--- config.mk ---
export PLATFORM = sky130hd
export DESIGN_NAME = fp16_to_fp8_packer
export DESIGN_NICKNAME = d
export VERILOG_FILES = /design/src/rtl/fp16_to_fp8_packer.sv
export SDC_FILE = /design/constraint.sdc
export NUM_CORES = 1
export LEC_CHECK = 0
export BUFFER_PORTS_ARGS = -buffer_cell sky130_fd_sc_hd__buf_2
export CAP_MARGIN = 5
export CORE_UTILIZATION = 40
export DETAILED_ROUTE_END_ITERATION = 10
export MAX_ROUTING_LAYER = met4
export PLACE_DENSITY_LB_ADDON = 0.2
export SETUP_SLACK_MARGIN = 0.05
export SLEW_MARGIN = 20
export SYNTH_ARGS = -nofsm -noshare
export SYNTH_HDL_FRONTEND = slang
export SYNTH_SLANG_ARGS = --single-unit
--- constraint.sdc ---
create_clock -name clk -period 4.7 [get_ports clk]
set_input_delay 0 -clock clk [delete_from_list [all_inputs] [get_ports clk]]
set_output_delay 0 -clock clk [all_outputs]
set_load 0.01 [all_outputs]
--- src/rtl/fp16_to_fp8_packer.sv ---
// Collects FP16 words from a byte stream (low byte first) and emits them as FP8 E4M3 (bias 7)
// with overflow/underflow/inexact flags through a single-entry valid/ready output register.
module fp16_to_fp8_packer #(
    parameter bit SATURATE = 1'b1
) (
    input  logic       clk,
    input  logic       rst_n,
    input  logic       sync,
    input  logic       in_valid,
    input  logic [7:0] in_byte,
    output logic       in_ready,
    output logic       out_valid,
    output logic [7:0] out_data,
    input  logic       out_ready,
    output logic [2:0] out_flags
);

    typedef enum logic {StLow, StHigh} phase_e;

    phase_e      phase_q, phase_d;
    logic [7:0]  low_q, low_d;
    logic        out_valid_q, out_valid_d;
    logic [7:0]  out_data_q, out_data_d;
    logic [2:0]  out_flags_q, out_flags_d;
    logic        accept;
    logic        load;
    logic [10:0] conv;

    // Returns {ovf, unf, inexact, fp8}.
    function automatic logic [10:0] fp16_to_fp8(input logic [15:0] h);
        logic       s;
        logic [4:0] e;
        logic [9:0] m;
        logic [2:0] m3;
        logic       g;
        logic       st;
        logic       rnd;
        logic [3:0] sum;
        logic [5:0] ee;
        logic [10:0] sig;
        logic [10:0] gbit;
        logic [4:0] sh;
        logic [6:0] sat_code;
        logic       ovf;
        logic       unf;
        logic       inx;
        logic [7:0] d;
        s        = h[15];
        e        = h[14:10];
        m        = h[9:0];
        sat_code = SATURATE ? 7'h7E : 7'h7F;
        ovf      = 1'b0;
        unf      = 1'b0;
        inx      = 1'b0;
        d        = {s, 7'h00};
        m3       = 3'd0;
        g        = 1'b0;
        st       = 1'b0;
        rnd      = 1'b0;
        sum      = 4'd0;
        ee       = 6'd0;
        sig      = {1'b1, m};
        gbit     = 11'd0;
        sh       = 5'd0;
        if (e == 5'd0) begin
            unf = |m;
            inx = |m;
        end else if (e == 5'd31) begin
            if (m != 10'd0) begin
                d = {s, 7'h7F};
            end else begin
                d   = {s, sat_code};
                ovf = 1'b1;
            end
        end else if (e >= 5'd9) begin
            m3  = m[9:7];
            g   = m[6];
            st  = |m[5:0];
            rnd = g & (st | m3[0]);
            sum = {1'b0, m3} + {3'b000, rnd};
            ee  = {1'b0, e} - 6'd8 + {5'b00000, sum[3]};
            inx = g | st;
            if (ee > 6'd15 || (ee == 6'd15 && sum[2:0] == 3'd7)) begin
                d   = {s, sat_code};
                ovf = 1'b1;
                inx = 1'b1;
            end else begin
                d = {s, ee[3:0], sum[2:0]};
            end
        end else begin
            // Subnormal: count of 2^-9 units is {1,M} >> (16-E); a carry to 8 lands on min normal.
            sh   = 5'd16 - e;
            m3   = 3'(sig >> sh);
            gbit = 11'd1 << (sh - 5'd1);
            g    = |(sig & gbit);
            st   = |(sig & (gbit - 11'd1));
            rnd  = g & (st | m3[0]);
            sum  = {1'b0, m3} + {3'b000, rnd};
            d    = {s, 3'b000, sum};
            unf  = ~sum[3];
            inx  = g | st;
        end
        return {ovf, unf, inx, d};
    endfunction

    assign conv = fp16_to_fp8({in_byte, low_q});

    always_comb begin
        phase_d  = phase_q;
        low_d    = low_q;
        load     = 1'b0;
        in_ready = sync || (phase_q == StLow) || !out_valid_q || out_ready;
        accept   = in_valid && in_ready;
        if (sync) begin
            // A byte arriving with sync starts the new frame.
            phase_d = accept ? StHigh : StLow;
            if (accept) begin
                low_d = in_byte;
            end
        end else if (accept) begin
            unique case (phase_q)
                StLow: begin
                    low_d   = in_byte;
                    phase_d = StHigh;
                end
                StHigh: begin
                    load    = 1'b1;
                    phase_d = StLow;
                end
            endcase
        end
    end

    always_comb begin
        out_valid_d = out_valid_q;
        out_data_d  = out_data_q;
        out_flags_d = out_flags_q;
        if (load) begin
            out_valid_d = 1'b1;
            out_data_d  = conv[7:0];
            out_flags_d = conv[10:8];
        end else if (out_ready) begin
            out_valid_d = 1'b0;
        end
    end

    always_ff @(posedge clk or negedge rst_n) begin
        if (!rst_n) begin
            phase_q     <= StLow;
            low_q       <= 8'h00;
            out_valid_q <= 1'b0;
            out_data_q  <= 8'h00;
            out_flags_q <= 3'b000;
        end else begin
            phase_q     <= phase_d;
            low_q       <= low_d;
            out_valid_q <= out_valid_d;
            out_data_q  <= out_data_d;
            out_flags_q <= out_flags_d;
        end
    end

    assign out_valid = out_valid_q;
    assign out_data  = out_data_q;
    assign out_flags = out_flags_q;

endmodule

# Yosys cells after proc, flatten, opt, wreduce, memory -nomap -nowiden
# Cells that the tools add are included.
# Widths: inputs -> output; s select.
[word_totals] output_inout_bits=13 elab_cells=76 regBits=21 inputBits=13
[op_classes] shift=2 n_eq_ne=4 muxes=30 bitwise_logic=10 add_sub_neg=7 magnitude_cmp=2 reduce_logical=16
[op_table] op="$mux 8" n=4
[op_table] op="$mux 7" n=4
[op_table] op="$and 11x11->11" n=2
[op_table] op="$reduce_or 11->1" n=2
[op_table] op="$mux 1" n=21
[op_table] op="$shl 1x5->11 const A" n=1
[op_table] op="$shr 11x5->3" n=1
[op_table] op="$sub 11x1->11 const B" n=1
[op_table] op="$reduce_bool 10->1" n=1
[op_table] op="$reduce_or 10->1" n=1
[op_table] op="$add 3x1->4" n=2
[op_table] op="$add 6x1->6" n=1
[op_table] op="$eq 6x4->1 const B" n=1
[op_table] op="$gt 6x4->1 const B" n=1
[op_table] op="$reduce_or 6->1" n=1
[op_table] op="$sub 5x4->6 const B" n=1
[op_table] op="$eq 5x5->1 const B" n=1
[op_table] op="$ge 5x4->1 const B" n=1
[op_table] op="$logic_not 5->1" n=1
[op_table] op="$sub 5x1->5 const B" n=1
[op_table] op="$sub 5x5->5 const A" n=1
[op_table] op="$logic_or 1x1->1" n=4
[op_table] op="$or 1x1->1" n=4
[op_table] op="$reduce_bool 2->1" n=2
[op_table] op="8 further kinds" n=11

# Logic depth before layout (Yosys ltp)
# Gate-level depths: netlist of run 1.
[logic_depth] ltp_word=13 depth_mapped=20 ltp_nobuf=17

# Worst setup path before layout of run 1
# No wires, ideal clock.
[synth_path] kind="input -> register" from="in in_byte[2]" to="reg out_flags_q[0] (netlist: out_flags[0])" setup_time_ps=126 path_stages=20 setup_slack_ps=511 t_required_ps=4574 arrival_time_ps=4063 cell_sequence="buf_6 -> clkbuf_1 -> inv_1 -> ha_1 -> nand2b_1 -> nor2_1 -> ha_1 -> nand2_1 -> o21ba_2 -> nand2_1 -> ha_1 -> clkbuf_1 -> nand2_1 -> nor3_1 -> a2111oi_0 -> o21a_1 -> o2111ai_1 -> or3_1 -> or4b_1 -> a221o_1"
[synth_between] elab_chain_len=10 elab_cells_between_ends=22 classes_between="5 x add/sub; 2 x order compare; 2 x eq/ne; 1 x shift; 4 x mux; 3 x bitwise; 5 x reduce/logical"
[synth_lines] element="from (decl)" line="10" text="input logic [7:0] in_byte,"
[synth_lines] element="$sub 5x5->5" line="92" text="sh = 5'd16 - e;"
[synth_lines] element="$sub 5x1->5" line="94" text="gbit = 11'd1 << (sh - 5'd1);"
[synth_lines] element="$shl 1x5->11" line="94"
[synth_lines] element="$sub 11x1->11" line="96" text="st = |(sig & (gbit - 11'd1));"
[synth_lines] element="$and 11x11->11" line="96"
[synth_lines] element="$reduce_or 11->1" line="96"
[synth_lines] element="$or 1x1->1" line="101" text="inx = g | st;"
[synth_lines] element="$mux 1" line="75" text="end else if (e >= 5'd9) begin"
[synth_lines] element="$mux 1" line="68" text="end else if (e == 5'd31) begin"
[synth_lines] element="$mux 1 *" line="65" text="if (e == 5'd0) begin"
[synth_lines] element="to (signal assigned)" line="159" text="out_flags_q <= out_flags_d;"
[synth_lines] element="to (decl)" line="24" text="logic [2:0] out_flags_q, out_flags_d;"
# Mark *: on every way between the ends. The rest lies on a longest branch, timed or not.
# A chain may end at the register's enable or synchronous reset.

# Worst setup path after layout of run 1
[layout_path] from="in in_byte[3]" to="reg out_flags_q[0] (netlist: out_flags[0])"
# Same word-level chain as after synthesis.

==> results.json, run 1 <==
{
  "outcome": "complete, no violations",
  "max_freq_mhz": 260.9,
  "p_seq_frac": 0.400,
  "cts_tree": "yes",
  "power_switching_uw": 228.6,
  "finalCritPeriodShare": 0.8155,
  "cp_cell_sequence": "buf_2, inv_1, ha_1, nand2b_1, nor2_1, ha_1, nand2_1, o21ba_2, nand2_1, ha_1, nand2_1, nor3_1, a2111oi_0, o21a_1, o2111ai_1, or3_1, or4b_1, a221o_1",
  "powerDensity_nw_per_um2": 260.4,
  "viasPerCell": 5.746,
  "dp.cells": 336,
  "holdWs_ns": 0.02018,
  "antenna_found_initial": 0,
  "clkTransAtPathRegs_ns": 0.08,
  "place.port_buffers": 25,
  "reg2reg_slack_ns": 1.50,
  "syn2layout_area_growth_pct": 10.01,
  "critPathMaxFanout": 12,
  "syn_area_um2": 2138,
  "cts-hold-fix-buffers": 3,
  "pwr-share-clk": 0.201,
  "tightest_slew_ns": 0.8022,
  "gp_congestion": 0.8941,
  "critical_path_class": "in -> reg",
  "max_slew_margin": 0.4637,
  "switching_share": 0.3733,
  "finalHoldViolations": 0,
  "final_cell_mix": "33 x nand2_1, 25 x buf_2, 21 x dfrtp_1, 20 x nor2_1, 20 x o21ai_0",
  "drt-pass1-iter-count": 4,
  "cellLeakagePower_nw": 0.9871,
  "total_power_uw": 612.5,
  "async_flop_share": 1.000,
  "rr_worst_depth": 12,
  "finalSetupTns_ns": 0,
  "hp-start": "out_ready",
  "drt-total-wl_mm": 5.547,
  "grt_pass1_wl_mm": 9.266,
  "cp_slowest_stage_delay_ns": 0.50,
  "synth_nets": 281,
  "final_core_util": 0.4576,
  "clock-sinks": 21,
  "numCtsBuffers": 3,
  "yosysSeqAreaShare": 0.2458,
  "crit_path_start_kind": "input port",
  "mostFrequentLayoutCell": "nand2_1",
  "insertion_delay_ns": 0.27,
  "drtIter0Drc": 140,
  "setup_slack_ns": 0.8674,
  "h-tree-depth": 1,
  "start_util": 0.4160,
  "hold_end": "out_valid$_DFFE_PN0P_",
  "place_hpwl_mm": 4.034,
  "n_antenna_cell": 0,
  "place_ws_ns": 0.6038,
  "rsz0062_at_grt": "false",
  "setup_violations": 0,
  "fillers": 560,
  "pwr-share-comb": 0.399,
  "r2r_start": "low_q[6]$_DFFE_PN0P_",
  "synth-seq-cells": 21,
  "cts_setup_buffers": 0,
  "critPathTopFamily": "simple AND/OR/NAND/NOR gates",
  "grt.total_usage": 0.2229,
  "layoutNonFillerInstCount": 343,
  "final_cell_area_um2": 2352,
  "maxSlewViolCount": 0,
  "max-clock-path-buffers": 2,
  "crit_arrival_ns": 3.99,
  "drtAntennaViolNets": 0,
  "yosys_warnings": 0,
  "synth_edf_count": 0,
  "cts_root_buf": "clkbuf_8",
  "grt_pass1_vias": 1868,
  "crit_required_ns": 4.86,
  "p_int_uw": 383.9,
  "hp-class": "in -> reg",
  "regArea_um2": 525.5,
  "cp_num_buf_inv": 2,
  "cts_resized": 0,
  "dpl_cell_area_um2": 2277,
  "multi_input_area_um2": 1490,
  "routedWlPerCell_um": 16.17,
  "ios": 26,
  "irDropWorstVdd_mv": 0.1247,
  "die_w_um": 75.12,
  "maxCapViolCount": 0,
  "grt_max_degree": 25,
  "fp.dieH_um": 75.12,
  "core_um2": 5140,
  "hold_path_depth": 3,
  "synth.distinct_cells": 61,
  "clock-skew-final_ns": 0.005065,
  "die_area_um2": 5642,
  "end_kind": "flip-flop",
  "drive_gt1_frac": 0.1722,
  "synth_ff_type": "dfrtp_1",
  "reg2reg_to": "out_data[2]$_DFFE_PN0P_",
  "row_count": 26,
  "crit_slowest_cell": "or4b_1",
  "period_needed_ns": 3.833,
  "drc": 0,
  "synth_area_per_cell_um2": 8.320,
  "nets": 298,
  "netlist_instances": 257,
  "overflow": 0,
  "num_vias": 1971
}
-- synth_stat cells, types with 5 or more instances --
cell type / number / area, µm²
ha_1: 11 / 137.6
buf_2: 5 / 25.02
nand2_1: 33 / 123.9
mux2_2: 5 / 56.30
mux4_2: 5 / 112.6
dfrtp_1: 21 / 525.5
o21ai_0: 20 / 100.1
a21oi_1: 8 / 40.04
nor3_1: 8 / 40.04
clkbuf_1: 11 / 41.29
nor2_1: 20 / 75.07
inv_1: 9 / 33.78
mux2i_1: 5 / 50.05
xor2_1: 6 / 52.55
-- flip-flops by register name, summed over array words and instances (netlist names) --
name,flops
low_q,8
out_valid,1
phase_q,1
out_flags,3
out_data,8
-- layout make-up --
type | count | area share
clock buffer | 4 | 0.01915
timing repair buffer | 30 | 0.07234
sequential | 21 | 0.2234
multi-input combinational | 209 | 0.6335
inverter | 9 | 0.01436
tap | 70 | 0.03723
-- routing by layer --
layer | GRT usage | part of all wire
met5 | - | 0
met4 | 0.05241 | 0.011
met3 | 0.04150 | 0.038
met2 | 0.3483 | 0.47
met1 | 0.2980 | 0.48
-- cells by family (layout without fill, tap and decap cells) --
| group | Yosys count | in the layout | synth area share |
|---|---|---|---|
| flip-flops | 21 | 21 | 0.2458 |
| multiplexers | 16 | 16 | 0.1147 |
| AND/OR/NAND/NOR | 104 | 104 | 0.2534 |
| XOR/XNOR | 10 | 10 | 0.04096 |
| adder cells (fa/ha/maj) | 11 | 11 | 0.06436 |
| AO/OA/AOI/OAI | 68 | 68 | 0.2235 |
| buffers and inverters | 27 | 43 | 0.05734 |
-- worst max path at each step --
stage                    start                       end  slack [ns]  cells after the start
global route        in_byte[3]  out_flags[0]$_DFFE_PN0P_        0.54                     18
floorplan           in_byte[2]  out_flags[0]$_DFFE_PN0P_        0.51                     20
finish              in_byte[3]  out_flags[0]$_DFFE_PN0P_        0.87                     18
CTS                 in_byte[3]  out_flags[0]$_DFFE_PN0P_        0.89                     18
global placement    in_byte[3]  out_flags[0]$_DFFE_PN0P_        0.71                     15
detailed placement  in_byte[3]  out_flags[0]$_DFFE_PN0P_        0.60                     18
-- worst register-to-register path, stage by stage (launching register included) --
cell and delay [ns]:
dfrtp_1 0.52, and2_1 0.22, and3_1 0.19, ha_1 0.21
ha_1 0.23, xor2_1 0.19, nand4_1 0.10, or3b_2 0.43
o21bai_1 0.20, nand2b_1 0.25, inv_1 0.06, a2111oi_0 0.42
a21o_1 0.13
-- power groups by stage --
stage / registers [mW] / clock network [mW] / logic, mW
floorplan: 0.249 / 0 / 0.166
global placement: 0.248 / 0 / 0.240
detailed placement: 0.248 / 0 / 0.242
CTS: 0.245 / 0.124 / 0.245
global route: 0.251 / 0.134 / 0.272
finish: 0.245 / 0.123 / 0.245
No activity file was read; power rests on OpenSTA's default activity.
==> run 2, diff against run 1 <==
==> constraint.sdc (replaced) <==
create_clock -name clk -period 3.2 [get_ports clk]
set_input_delay 0 -clock clk [delete_from_list [all_inputs] [get_ports clk]]
set_output_delay 0 -clock clk [all_outputs]
set_load 0.01 [all_outputs]
==> run 2 against run 1 <==
Compared with the run above:
- first-iteration DRC count shrank 8.6%
- largest power group is now combinational cells
- total power is 63% higher
- sequential cell count unchanged
- design area increased by 22%
==> results.json, run 2 (synthesized netlist as in run 1, its figures left out) <==
{
  "outcome": "complete, no violations",
  "insertion_delay_ns": 0.26,
  "core_um2": 5140,
  "cellLeakagePower_nw": 1.226,
  "drt-pass1-iter-count": 4,
  "drc": 0,
  "total_power_uw": 998.7,
  "syn2layout_area_growth_pct": 33.82,
  "fillers": 496,
  "holdWs_ns": 0.01196,
  "row_count": 26,
  "crit_arrival_ns": 3.24,
  "hold_end": "out_valid$_DFFE_PN0P_",
  "crit_path_start_kind": "input port",
  "hp-class": "in -> reg",
  "drt-total-wl_mm": 6.382,
  "place_hpwl_mm": 4.505,
  "layoutNonFillerInstCount": 387,
  "grtUsageMet2": 0.4004,
  "finalHoldViolations": 0,
  "powerDensity_nw_per_um2": 349.0,
  "max-clock-path-buffers": 2,
  "nets": 342,
  "gp_congestion": 0.8778,
  "hp-start": "out_ready",
  "end_kind": "flip-flop",
  "num_vias": 2212,
  "mostFrequentLayoutCell": "buf_4",
  "multi_input_area_um2": 1655,
  "final_cell_area_um2": 2861,
  "setup_violations": 0,
  "drive_gt1_frac": 0.3565,
  "cts_tree": "yes",
  "drtIter0Drc": 128,
  "max_freq_mhz": 324.1,
  "clkTransAtPathRegs_ns": 0.08,
  "critPathMaxFanout": 5,
  "numCtsBuffers": 3,
  "met1_usage": 0.3092,
  "finalCritPeriodShare": 0.9641,
  "met3_usage": 0.03614,
  "n_antenna_cell": 0,
  "irDropWorstVdd_mv": 0.2461,
  "rsz0062_at_grt": "true",
  "die_w_um": 75.12,
  "setup_slack_ns": 0.1148,
  "h-tree-depth": 1,
  "clock-skew-final_ns": 0.003538,
  "overflow": 0,
  "finalSetupTns_ns": 0,
  "final_core_util": 0.5567,
  "grt_pass1_wl_mm": 10.04,
  "maxSlewViolCount": 0,
  "die_area_um2": 5642,
  "place.port_buffers": 25,
  "clock-sinks": 21,
  "maxCapViolCount": 0,
  "grt_pass1_vias": 2080,
  "rr_worst_depth": 12,
  "cts_root_buf": "clkbuf_8",
  "grt_max_degree": 24,
  "hold_path_depth": 3,
  "viasPerCell": 5.716,
  "reg2reg_to": "out_data[2]$_DFFE_PN0P_",
  "r2r_start": "low_q[7]$_DFFE_PN0P_",
  "antenna_found_initial": 0,
  "critical_path_class": "in -> reg",
  "grt.total_usage": 0.2416,
  "crit_required_ns": 3.35,
  "gr-max-usage-layer": "met2",
  "dp.cells": 368,
  "ios": 26,
  "period_needed_ns": 3.085,
  "regArea_um2": 525.5,
  "start_util": 0.4160,
  "reg2reg_slack_ns": 0.26,
  "dpl_cell_area_um2": 2551,
  "place_ws_ns": -0.5074,
  "routedWlPerCell_um": 16.49,
  "drtAntennaViolNets": 0,
  "fp.dieH_um": 75.12,
  "tightest_slew_ns": 0.5152,
  "max_slew_margin": 0.6540,
  "final_cell_mix": "46 x buf_4, 29 x nand2_1, 24 x buf_2, 21 x dfrtp_1"
}
==> run 2: changes by cell type in the layout (fill, tap and decap cells not counted), moves of 2 or more <==
cell / delta
nand2_1: -4
ha_4: +4
ha_1: -4
nand2_2: +3
nor3_2: +2
a2111oi_0: -2
nor3_1: -2
buf_4: +44
inv_1: -2
clkinvlp_4: +2
==> run 2: critical path, stage by stage <==
cell,delay (ns)
buf_6,0.08
clkinvlp_4,0.10
ha_4,0.18
nand2b_4,0.07
nor2_4,0.04
ha_4,0.26
nand2_2,0.05
buf_4,0.13
buf_4,0.12
buf_4,0.12
buf_4,0.12
buf_4,0.12
buf_4,0.12
buf_4,0.13
nor3_2,0.19
buf_4,0.16
a21bo_2,0.12
a32oi_1,0.04
nor2_1,0.14
o32ai_2,0.13
or4b_4,0.49
a221o_1,0.30
==> run 2: power by group <==
part           switching [mW]  leakage (nW)  internal [mW]
Sequential             0.0434         0.258          0.314
Combinational           0.238         0.946          0.223
Clock                  0.0924        0.0217         0.0880
Total                   0.374          1.23          0.625
==> run 2: what timing repair did <==
| item | CTS | global route |
|---|---|---|
| gates resized for setup | 5 | 22 |
| pin swaps | 7 | 10 |
| endpoints found under the setup margin | 1 | 2 |
| setup buffers | 11 | 1 |
| hold buffers | 3 | 0 |
| gates cloned | 0 | 0 |
| endpoints found under the hold margin | 25 | 0 |
==> run 2: area by class of cell <==
type / count / area share
Multi-Input combinational cell: 209 / 0.5785
Sequential cell: 21 / 0.1836
Timing Repair Buffer: 74 / 0.1771
Tap cell: 70 / 0.03061
Clock buffer: 3 / 0.01443
Inverter: 9 / 0.01312
Clock inverter: 1 / 0.002624
==> run 2: metal layers <==
metal  share of wire  up-vias
met2            0.48       72
met4           0.019        0
met3           0.048       13
met5               0        -
met1            0.45     1056
li1                -     1071
==> run 2: worst max path at each step <==
stage / from / endpoint / slack, ns / cells after the start
after global routing: in_byte[2] / out_flags[0]$_DFFE_PN0P_ / 0.03 / 17
after global placement: in_byte[2] / out_flags[0]$_DFFE_PN0P_ / -0.26 / 17
after detailed placement: in_byte[2] / out_flags[0]$_DFFE_PN0P_ / -0.51 / 17
after floorplan: in_byte[2] / out_flags[0]$_DFFE_PN0P_ / -0.40 / 18
after CTS: in_byte[2] / out_flags[0]$_DFFE_PN0P_ / 0.05 / 18
final: in_byte[2] / out_flags[0]$_DFFE_PN0P_ / 0.11 / 22
